[config.mk]
export PLATFORM = sky130hd
export DESIGN_NAME = rst_seq_flat
export DESIGN_NICKNAME = d
export VERILOG_FILES = /design/src/rtl/rst_seq_if.sv /design/src/rtl/rst_seq.sv /design/src/flat_wrapper.sv
export SDC_FILE = /design/constraint.sdc
export NUM_CORES = 1
export LEC_CHECK = 0
export ABC_CLOCK_PERIOD_IN_PS = 2400
export BUFFER_PORTS_ARGS = -buffer_cell sky130_fd_sc_hd__buf_2
export CAP_MARGIN = 20
export CORE_ASPECT_RATIO = 0.7
export CORE_UTILIZATION = 59
export CTS_BUF_LIST = sky130_fd_sc_hd__clkbuf_4
export CTS_CLUSTER_DIAMETER = 60
export CTS_CLUSTER_SIZE = 12
export DETAILED_ROUTE_END_ITERATION = 6
export GPL_TIMING_DRIVEN = 1
export PLACE_DENSITY = 0.81
export SKIP_LAST_GASP = 1
export SYNTH_ARGS = -nofsm -noshare
export SYNTH_HDL_FRONTEND = slang
export SYNTH_SLANG_ARGS = --single-unit
[constraint.sdc]
create_clock -name clk_i -period 2.4 [get_ports clk_i]
set_clock_uncertainty 0.15 [all_clocks]
set_input_delay 0 -clock clk_i [delete_from_list [all_inputs] [get_ports clk_i]]
set_output_delay 0 -clock clk_i [all_outputs]
set_load 0.005 [all_outputs]
[src/rtl/rst_seq_if.sv]
// ---------------------------------------------------------------------------
// rst_seq_if
// Reset request / reset distribution bundle for one clock domain.
//   ext_rst_i  asynchronous external reset request (active-high level)
//   sw_rst_i   synchronous software reset request (active-high pulse)
//   rst_o      per-channel reset, active-high
//   rst_n_o    per-channel reset, active-low (inverse of rst_o)
//   busy_o     release sequence still in progress
//   done_o     every channel released
// Modports:
//   master  the requester / consumer of the domain resets
//   slave   the sequencer itself
// ---------------------------------------------------------------------------
interface rst_seq_if #(
  parameter int unsigned N_CH = 4
);

  logic            ext_rst_i;
  logic            sw_rst_i;
  logic [N_CH-1:0] rst_o;
  logic [N_CH-1:0] rst_n_o;
  logic            busy_o;
  logic            done_o;

  modport master (
    output ext_rst_i,
    output sw_rst_i,
    input  rst_o,
    input  rst_n_o,
    input  busy_o,
    input  done_o
  );

  modport slave (
    input  ext_rst_i,
    input  sw_rst_i,
    output rst_o,
    output rst_n_o,
    output busy_o,
    output done_o
  );

endinterface

[src/rtl/rst_seq.sv]
// ---------------------------------------------------------------------------
// rst_seq
// Multi-channel reset sequencer for a single clock domain. Synchronises the
// external reset request, merges it with the software reset pulse, holds all
// channels in reset for HOLD_CYC trigger-free cycles, then releases channel 0
// first and each following channel GAP_CYC cycles later.
//
// Ports:
//   clk_i   clock, rising edge
//   rst_i   synchronous active-high master reset
//   seq_if  rst_seq_if.slave bundle:
//             ext_rst_i, sw_rst_i  (requests in)
//             rst_o, rst_n_o, busy_o, done_o  (registered outputs)
// ---------------------------------------------------------------------------
module rst_seq #(
  parameter int unsigned N_CH        = 4,
  parameter int unsigned SYNC_STAGES = 2,
  parameter int unsigned HOLD_CYC    = 16,
  parameter int unsigned GAP_CYC     = 4
) (
  input  logic      clk_i,
  input  logic      rst_i,
  rst_seq_if.slave  seq_if
);

  localparam int unsigned HOLD_W = $clog2(HOLD_CYC + 1);
  localparam int unsigned GAP_W  = $clog2(GAP_CYC + 1);
  localparam int unsigned IDX_W  = $clog2(N_CH + 1);

  localparam logic [HOLD_W-1:0] HOLD_LAST = HOLD_W'(HOLD_CYC - 1);
  localparam logic [GAP_W-1:0]  GAP_LAST  = GAP_W'(GAP_CYC - 1);
  localparam logic [IDX_W-1:0]  IDX_LAST  = IDX_W'(N_CH - 1);

  typedef enum logic [1:0] {
    ST_HOLD    = 2'd0,
    ST_RELEASE = 2'd1,
    ST_DONE    = 2'd2
  } state_t;

  // Synchroniser chain; last stage is the usable request
  logic [SYNC_STAGES-1:0] r_sync;

  state_t            r_state;
  state_t            w_state_nxt;
  logic [HOLD_W-1:0] r_hold;
  logic [HOLD_W-1:0] w_hold_nxt;
  logic [GAP_W-1:0]  r_gap;
  logic [GAP_W-1:0]  w_gap_nxt;
  logic [IDX_W-1:0]  r_idx;
  logic [IDX_W-1:0]  w_idx_nxt;
  logic [N_CH-1:0]   r_rst;
  logic [N_CH-1:0]   w_rst_nxt;
  logic [N_CH-1:0]   r_rst_n;
  logic [N_CH-1:0]   w_rst_n_nxt;
  logic              r_busy;
  logic              w_busy_nxt;
  logic              r_done;
  logic              w_done_nxt;

  logic              w_ext_sync;
  logic              w_trigger;
  logic              w_restart;

  // External request synchroniser; resets to "request asserted"
  always_ff @(posedge clk_i) begin
    if (rst_i) begin
      r_sync <= '1;
    end else begin
      r_sync <= {r_sync[SYNC_STAGES-2:0], seq_if.ext_rst_i};
    end
  end

  assign w_ext_sync = r_sync[SYNC_STAGES-1];
  assign w_trigger  = w_ext_sync | seq_if.sw_rst_i;

  // State and output registers
  always_ff @(posedge clk_i) begin
    if (rst_i) begin
      r_state <= ST_HOLD;
      r_hold  <= '0;
      r_gap   <= '0;
      r_idx   <= '0;
      r_rst   <= '1;
      r_rst_n <= '0;
      r_busy  <= 1'b1;
      r_done  <= 1'b0;
    end else begin
      r_state <= w_state_nxt;
      r_hold  <= w_hold_nxt;
      r_gap   <= w_gap_nxt;
      r_idx   <= w_idx_nxt;
      r_rst   <= w_rst_nxt;
      r_rst_n <= w_rst_n_nxt;
      r_busy  <= w_busy_nxt;
      r_done  <= w_done_nxt;
    end
  end

  // Next-state and next-output logic
  always_comb begin
    w_state_nxt = r_state;
    w_hold_nxt  = r_hold;
    w_gap_nxt   = r_gap;
    w_idx_nxt   = r_idx;
    w_rst_nxt   = r_rst;
    w_busy_nxt  = r_busy;
    w_done_nxt  = r_done;
    w_restart   = 1'b0;

    unique case (r_state)
      ST_HOLD: begin
        w_rst_nxt  = '1;
        w_busy_nxt = 1'b1;
        w_done_nxt = 1'b0;
        if (w_trigger) begin
          w_hold_nxt = '0;
        end else if (r_hold == HOLD_LAST) begin
          w_hold_nxt = '0;
          w_gap_nxt  = '0;
          if (N_CH == 1) begin
            // Only one channel: its release completes the sequence
            w_state_nxt = ST_DONE;
            w_rst_nxt   = '0;
            w_idx_nxt   = '0;
            w_busy_nxt  = 1'b0;
            w_done_nxt  = 1'b1;
          end else begin
            w_state_nxt  = ST_RELEASE;
            w_rst_nxt[0] = 1'b0;
            w_idx_nxt    = IDX_W'(1);
          end
        end else begin
          w_hold_nxt = r_hold + HOLD_W'(1);
        end
      end

      ST_RELEASE: begin
        // A trigger always wins over a release due on the same edge
        if (w_trigger) begin
          w_restart = 1'b1;
        end else if (r_gap == GAP_LAST) begin
          w_gap_nxt = '0;
          for (int unsigned i = 0; i < N_CH; i++) begin
            if (r_idx == IDX_W'(i)) begin
              w_rst_nxt[i] = 1'b0;
            end
          end
          if (r_idx == IDX_LAST) begin
            w_state_nxt = ST_DONE;
            w_busy_nxt  = 1'b0;
            w_done_nxt  = 1'b1;
          end else begin
            w_idx_nxt = r_idx + IDX_W'(1);
          end
        end else begin
          w_gap_nxt = r_gap + GAP_W'(1);
        end
      end

      ST_DONE: begin
        w_hold_nxt = '0;
        if (w_trigger) begin
          w_restart = 1'b1;
        end
      end

      default: begin
        w_restart = 1'b1;
      end
    endcase

    // Return to a full hold with every channel asserted
    if (w_restart) begin
      w_state_nxt = ST_HOLD;
      w_hold_nxt  = '0;
      w_gap_nxt   = '0;
      w_idx_nxt   = '0;
      w_rst_nxt   = '1;
      w_busy_nxt  = 1'b1;
      w_done_nxt  = 1'b0;
    end

    w_rst_n_nxt = ~w_rst_nxt;
  end

  assign seq_if.rst_o   = r_rst;
  assign seq_if.rst_n_o = r_rst_n;
  assign seq_if.busy_o  = r_busy;
  assign seq_if.done_o  = r_done;

endmodule

[src/flat_wrapper.sv]
// flat-port wrapper written by rule: the top's interface ports become plain ports
module rst_seq_flat 
#(
  parameter int unsigned N_CH        = 4,
  parameter int unsigned SYNC_STAGES = 2,
  parameter int unsigned HOLD_CYC    = 16,
  parameter int unsigned GAP_CYC     = 4
)
  (clk_i, rst_i, seq_if_ext_rst_i, seq_if_sw_rst_i, seq_if_rst_o, seq_if_rst_n_o, seq_if_busy_o, seq_if_done_o);
  rst_seq_if #(.N_CH(N_CH)) seq_if_i ();
  input  logic clk_i;
  input  logic rst_i;
  input wire logic [$bits(seq_if_i.ext_rst_i)-1:0] seq_if_ext_rst_i;
  input wire logic [$bits(seq_if_i.sw_rst_i)-1:0] seq_if_sw_rst_i;
  output wire logic [$bits(seq_if_i.rst_o)-1:0] seq_if_rst_o;
  output wire logic [$bits(seq_if_i.rst_n_o)-1:0] seq_if_rst_n_o;
  output wire logic [$bits(seq_if_i.busy_o)-1:0] seq_if_busy_o;
  output wire logic [$bits(seq_if_i.done_o)-1:0] seq_if_done_o;
  assign seq_if_i.ext_rst_i = seq_if_ext_rst_i;
  assign seq_if_i.sw_rst_i = seq_if_sw_rst_i;
  assign seq_if_rst_o = seq_if_i.rst_o;
  assign seq_if_rst_n_o = seq_if_i.rst_n_o;
  assign seq_if_busy_o = seq_if_i.busy_o;
  assign seq_if_done_o = seq_if_i.done_o;
  rst_seq #(.N_CH(N_CH), .SYNC_STAGES(SYNC_STAGES), .HOLD_CYC(HOLD_CYC), .GAP_CYC(GAP_CYC)) u_core (.clk_i(clk_i), .rst_i(rst_i), .seq_if(seq_if_i));
endmodule
Word-level counts from Yosys, hierarchy flattened
Index checks and enable logic that the tools add are counted.

operators by class
  equal/unequal tests = 13
  reductions and logical operators = 10
  bitwise logic cells = 2
  add/sub/neg operators = 3
  muxes and demuxes = 40

operators with widths
  cell                                                   count
  two-way mux 3 bit                                      9
  two-way mux 1 bit                                      13
  two-way mux 4 bit                                      3
  case mux 3 bit (2 select lines)                        2
  AND reduction 6 bit                                    2
  two-way mux 2 bit                                      5
  two-way mux 5 bit                                      2
  case mux 5 bit (2 select lines)                        1
  == test 3 x 2 -> 1 bit, second input constant          3
  case mux 4 bit (2 select lines)                        1
  AND reduction 4 bit                                    2
  adder 3 x 1 -> 3 bit, second input constant            2
  inequality test 2 x 1 -> 1 bit, second input constant  3
  inequality test 2 bit, second input constant           3
  case mux 1 bit (2 select lines)                        3
  adder 5 x 1 -> 5 bit, second input constant            1
  == test 5 x 4 -> 1 bit, second input constant          1
  inverter 4 bit                                         1
  case mux 2 bit (2 select lines)                        1
  nonzero test 2 bit                                     2
  OR reduction 2 bit                                     2
  == test 3 x 1 -> 1 bit, second input constant          1
  zero test 3 bit                                        1
  == test 2 x 1 -> 1 bit, second input constant          1
  3 further kinds                                        3

storage, ports and cells
  flip-flop bits (word level) = 25
  word-level logic and storage cells = 77

Depth between registers and ports, before layout
  depth after elaboration = 7
  mapped depth = 7
  gate-level depth less buffers = 6

Worst setup path before layout
OpenSTA, ideal clock, no wires.

  path type = register to register
  start = register u_core.r_state[0]
  end = register u_core.r_gap[0]
  cell stages (with the launch flop) = 7
  arrival = 1715 ps
  slack = 464 ps
  required time = 2179 ps
  clock period less this slack = 1936 ps
  path through = dfxtp_1 -> inv_1 -> ha_1 -> or3b_4 -> o22a_1 -> or4_1 -> a21oi_1

between the ends
  cells in the longest elaborated chain, start to end = 4
  elaborated cells on any way between the ends = 12

ends and longest elaborated chain
  element                                                         RTL line        text
  start: declaration                                              rst_seq.sv:43   state_t r_state;
  start signal: assignment                                        rst_seq.sv:88   r_state <= w_state_nxt;
  == test 2 x 1 -> 1 bit / == test 2 bit (equally long branches)  rst_seq.sv:110  unique case (r_state)
  OR reduction 2 bit (no line)                                    n/a
  case mux 1 bit (2 select lines)                                 rst_seq.sv:110
  OR reduction 2 bit (no line)                                    n/a
  end signal: assignment                                          rst_seq.sv:90   r_gap <= w_gap_nxt;
  end: declaration                                                rst_seq.sv:47   logic [GAP_W-1:0] r_gap;

Parallel ways exist; a longest one is shown, timed or not.
A chain may end at the register's enable or synchronous reset.

Worst setup path in the final report
Same ends and word-level chain as after synthesis.

==> qor.yml <==
clock_network:
  holdBufCountCts: 3
  clk_path_buf_depth: 2
  cts_htree_levels: 1
  cts_setup_buffers: 0
  clk_pin_slew_worst_paths_ns: 0.13
  cts-root-buf: "clkbuf_4"
  cts_resized: 0
  clock_latency_ns: 0.32
  cts_sinks: 25
  numCtsBuffers: 3
  tritoncts: "yes"
global_routing:
  grt_usage: 0.262
  antenna_found_initial: 0
  grt_overflow: 0
  grt_start_max_net_pins: 19
  grt_pass1_wl_mm: 4.14
  grt_pass1_vias: 942
sta:
  final-setup-viol-count: 0
  period_needed_ns: 2.06
  finalHoldViolCount: 0
  tns_ns: 0
  worst_pin_slew_ns: 0.534
  period_share: 0.860
  report.final.slew_viol_count: 0
  grt_setup_unrepaired: "false"
  max_slew_margin: 0.640
  fmax_mhz: 485
power_and_ir_drop:
  power.total_mw: 0.637
  p_sw_mw: 0.133
  p_sw_frac: 0.209
  internal_power_mw: 0.503
  pwr-share-comb: 0.036
  pwr-share-seq: 0.656
  leakage_nw: 0.519
  p_per_area_mw_per_mm2: 476
  pwr-share-clk: 0.307
  vdd_ir_drop_max_mv: 0.372
critical_path:
  critPathMaxFanout: 14
  max_stage_delay_ns: 0.43
  worstPathRequired_ns: 2.51
  r2r_slack_ns: 0.34
  arrival_ns: 2.18
  worstSetupStartpointType: "register"
  cp-end-kind: "register"
  r2r_start: "u_core.r_state[0]$_SDFFE_PP0P_"
  critical_path.slowest_cell: "or4_1"
  cp_top_family: "simple AND/OR/NAND/NOR gates"
  critPathKind: "reg -> reg"
  r2r_cells: 7
  worstReg2RegEnd: "u_core.r_gap[0]$_SDFFE_PP0P_"
  cp.depth: 7
  crit_buf_inv: 2
  worstPathCellList: "inv_1, ha_1, buf_4, nand2b_1, o22a_1, or4_1, a21oi_1"
synth:
  yosys_warnings: 0
  ys_top_cells_by_area: "dfxtp_1 43%, ha_1 11%, a21oi_1 3.0%, o21ai_0 3.0%, nor3_1 2.6%"
  syn_avg_cell_area_um2: 9.07
  ys_ff_latch: 25
  syn_area_mm2: 0.00117
  synthCells: 129
  syn_nets: 143
  synth_cell_types: 36
  yosysTopAreaCellShare: 0.428
  seq_area_frac_synth: 0.428
  yosysTopAreaCell: "dfxtp_1"
finish:
  syn2layout_area_growth_pct: 14.3
  final_cell_mix: "25 x dfxtp_1, 13 x buf_2, 10 x ha_1"
  fillCellCount: 143
  final_common_cell: "dfxtp_1"
  drive_above_1_share: 0.174
  layout.cells.non_filler: 171
  antenna_cells: 0
  final_nets: 164
floorplanning:
  coreArea_mm2: 0.00185
  ios: 14
  die-area_mm2: 0.00217
  die_h_um: 39.3
  fp-row-count: 13
  die-width_um: 55.2
  start_util: 0.631
hold_path:
  hp-class: "in -> reg"
  min_to: "u_core.r_hold[2]$_SDFFE_PP0P_"
  min_from: "seq_if_sw_rst_i"
  whs_path_depth: 5
status:
  run_status: "finished, final reports clean"
detailed_routing:
  routed_via_density: 6.22
  dr.pass1.iters: 5
  ant_nets: 0
  vias: 1064
  drc: 0
  wl_per_cell_um: 14.9
  wirelength_mm: 2.55
  drt-initial-drc-count: 56
placement:
  portBuffers: 13
  gp_congestion: 0.893
  placed_cells: 164
  dp_hpwl_mm: 1.89
run:
  max_cap_viol_count: 0
## sequential cells by signal, summed over array words and instances (netlist names)
signal	flops
u_core.r_gap	3
u_core.r_hold	5
u_core.r_idx	3
u_core.r_state	2
u_core.r_sync	2
u_core.seq_if.busy_o	1
u_core.seq_if.done_o	1
u_core.seq_if.rst_n_o	4
u_core.seq_if.rst_o	4
## cells in the mapped netlist
| library cell | number |
|---|---|
| a221oi_1 | 2 |
| o22ai_1 | 1 |
| dfxtp_1 | 25 |
| a31o_2 | 1 |
| o21ai_0 | 7 |
| or3_1 | 1 |
| o2111ai_1 | 1 |
| nand3_1 | 4 |
| or2b_1 | 1 |
| nor3b_1 | 2 |
| mux2i_1 | 1 |
| and4b_1 | 1 |
| o21a_1 | 1 |
| nand4_1 | 3 |
| or2_2 | 3 |
| o22a_1 | 1 |
| nor3_1 | 6 |
| and3_1 | 2 |
| a31oi_1 | 3 |
| nand2_1 | 8 |
| a22oi_1 | 1 |
| nor2_1 | 7 |
| inv_1 | 8 |
| a21oi_1 | 7 |
| or4_1 | 1 |
| nor2b_1 | 1 |
| or3b_4 | 1 |
| nand4b_1 | 3 |
| a211o_1 | 2 |
| a21o_1 | 2 |
| a211oi_1 | 3 |
| nor4_1 | 1 |
| clkbuf_1 | 4 |
| a41oi_1 | 1 |
| nand2b_1 | 3 |
| ha_1 | 10 |
## worst max-delay path by stage
stage | from | end | slack (ns)
2_1_floorplan | u_core.r_state[0]$_SDFFE_PP0P_ | u_core.r_gap[0]$_SDFFE_PP0P_ | 0.46
3_3_place_gp | u_core.r_state[0]$_SDFFE_PP0P_ | u_core.r_gap[0]$_SDFFE_PP0P_ | 0.48
3_5_place_dp | u_core.r_state[0]$_SDFFE_PP0P_ | u_core.r_gap[0]$_SDFFE_PP0P_ | 0.39
4_1_cts | u_core.r_state[0]$_SDFFE_PP0P_ | u_core.r_gap[0]$_SDFFE_PP0P_ | 0.36
5_1_grt | u_core.r_state[0]$_SDFFE_PP0P_ | u_core.r_gap[0]$_SDFFE_PP0P_ | 0.22
6_report | u_core.r_state[0]$_SDFFE_PP0P_ | u_core.r_gap[0]$_SDFFE_PP0P_ | 0.34
## worst register-to-register path: stages, from the launching register on
cell and delay, ns:
dfxtp_1 0.38, inv_1 0.07, ha_1 0.22, buf_4 0.18, nand2b_1 0.18, o22a_1 0.27
or4_1 0.43, a21oi_1 0.13
## cell families (layout without fill, tap and decap cells)
group,after synthesis,in the layout,synth area share
simple gates,48,48,0.232
compound gates,33,33,0.186
buf+inv,12,32,0.0385
fa+ha+maj,10,10,0.107
mux,1,1,0.00856
flops,25,25,0.428
## final cells by class
class | instances | area [um^2] | share of cell area
Clock buffer | 4 | 30.0 | 0.0225
Inverter | 8 | 30.0 | 0.0225
Multi-Input combinational cell | 92 | 624 | 0.467
Sequential cell | 25 | 500 | 0.374
Tap cell | 22 | 27.5 | 0.0206
Timing Repair Buffer | 20 | 125 | 0.0935
## power groups by stage
stage	combinational [mW]	clock [mW]	sequential, mW
6_report	0.0232	0.196	0.418
5_1_grt	0.0254	0.216	0.418
4_1_cts	0.0227	0.200	0.418
3_5_place_dp	0.0191	0	0.427
3_3_place_gp	0.0185	0	0.427
2_1_floorplan	0.0117	0	0.427
## through the flow
step           hold slack [ns]  setup slack [ns]  instance area, um^2  utilization
2_1_floorplan          -0.0462             0.464                 1170            -
3_3_place_gp            0.0377             0.476                 1280        0.689
3_5_place_dp            0.0371             0.385                 1280        0.689
4_1_cts                 0.0125             0.359                 1340        0.721
5_1_grt                 0.0287             0.218                 1340        0.721
6_report                0.0237             0.337                 1340        0.721
## metal layers
| metal | vias to the layer above | share of wire | wire [um] | GRT usage |
|---|---|---|---|---|
| li1 | 511 | - | - | - |
| met3 | 8 | 0.070 | 178 | 0.0726 |
| met5 | - | 0 | 0 | 0 |
| met1 | 499 | 0.46 | 1170 | 0.315 |
| met2 | 46 | 0.45 | 1140 | 0.428 |
| met4 | 0 | 0.022 | 57 | 0.175 |
Power figures use the tool's default switching activity.
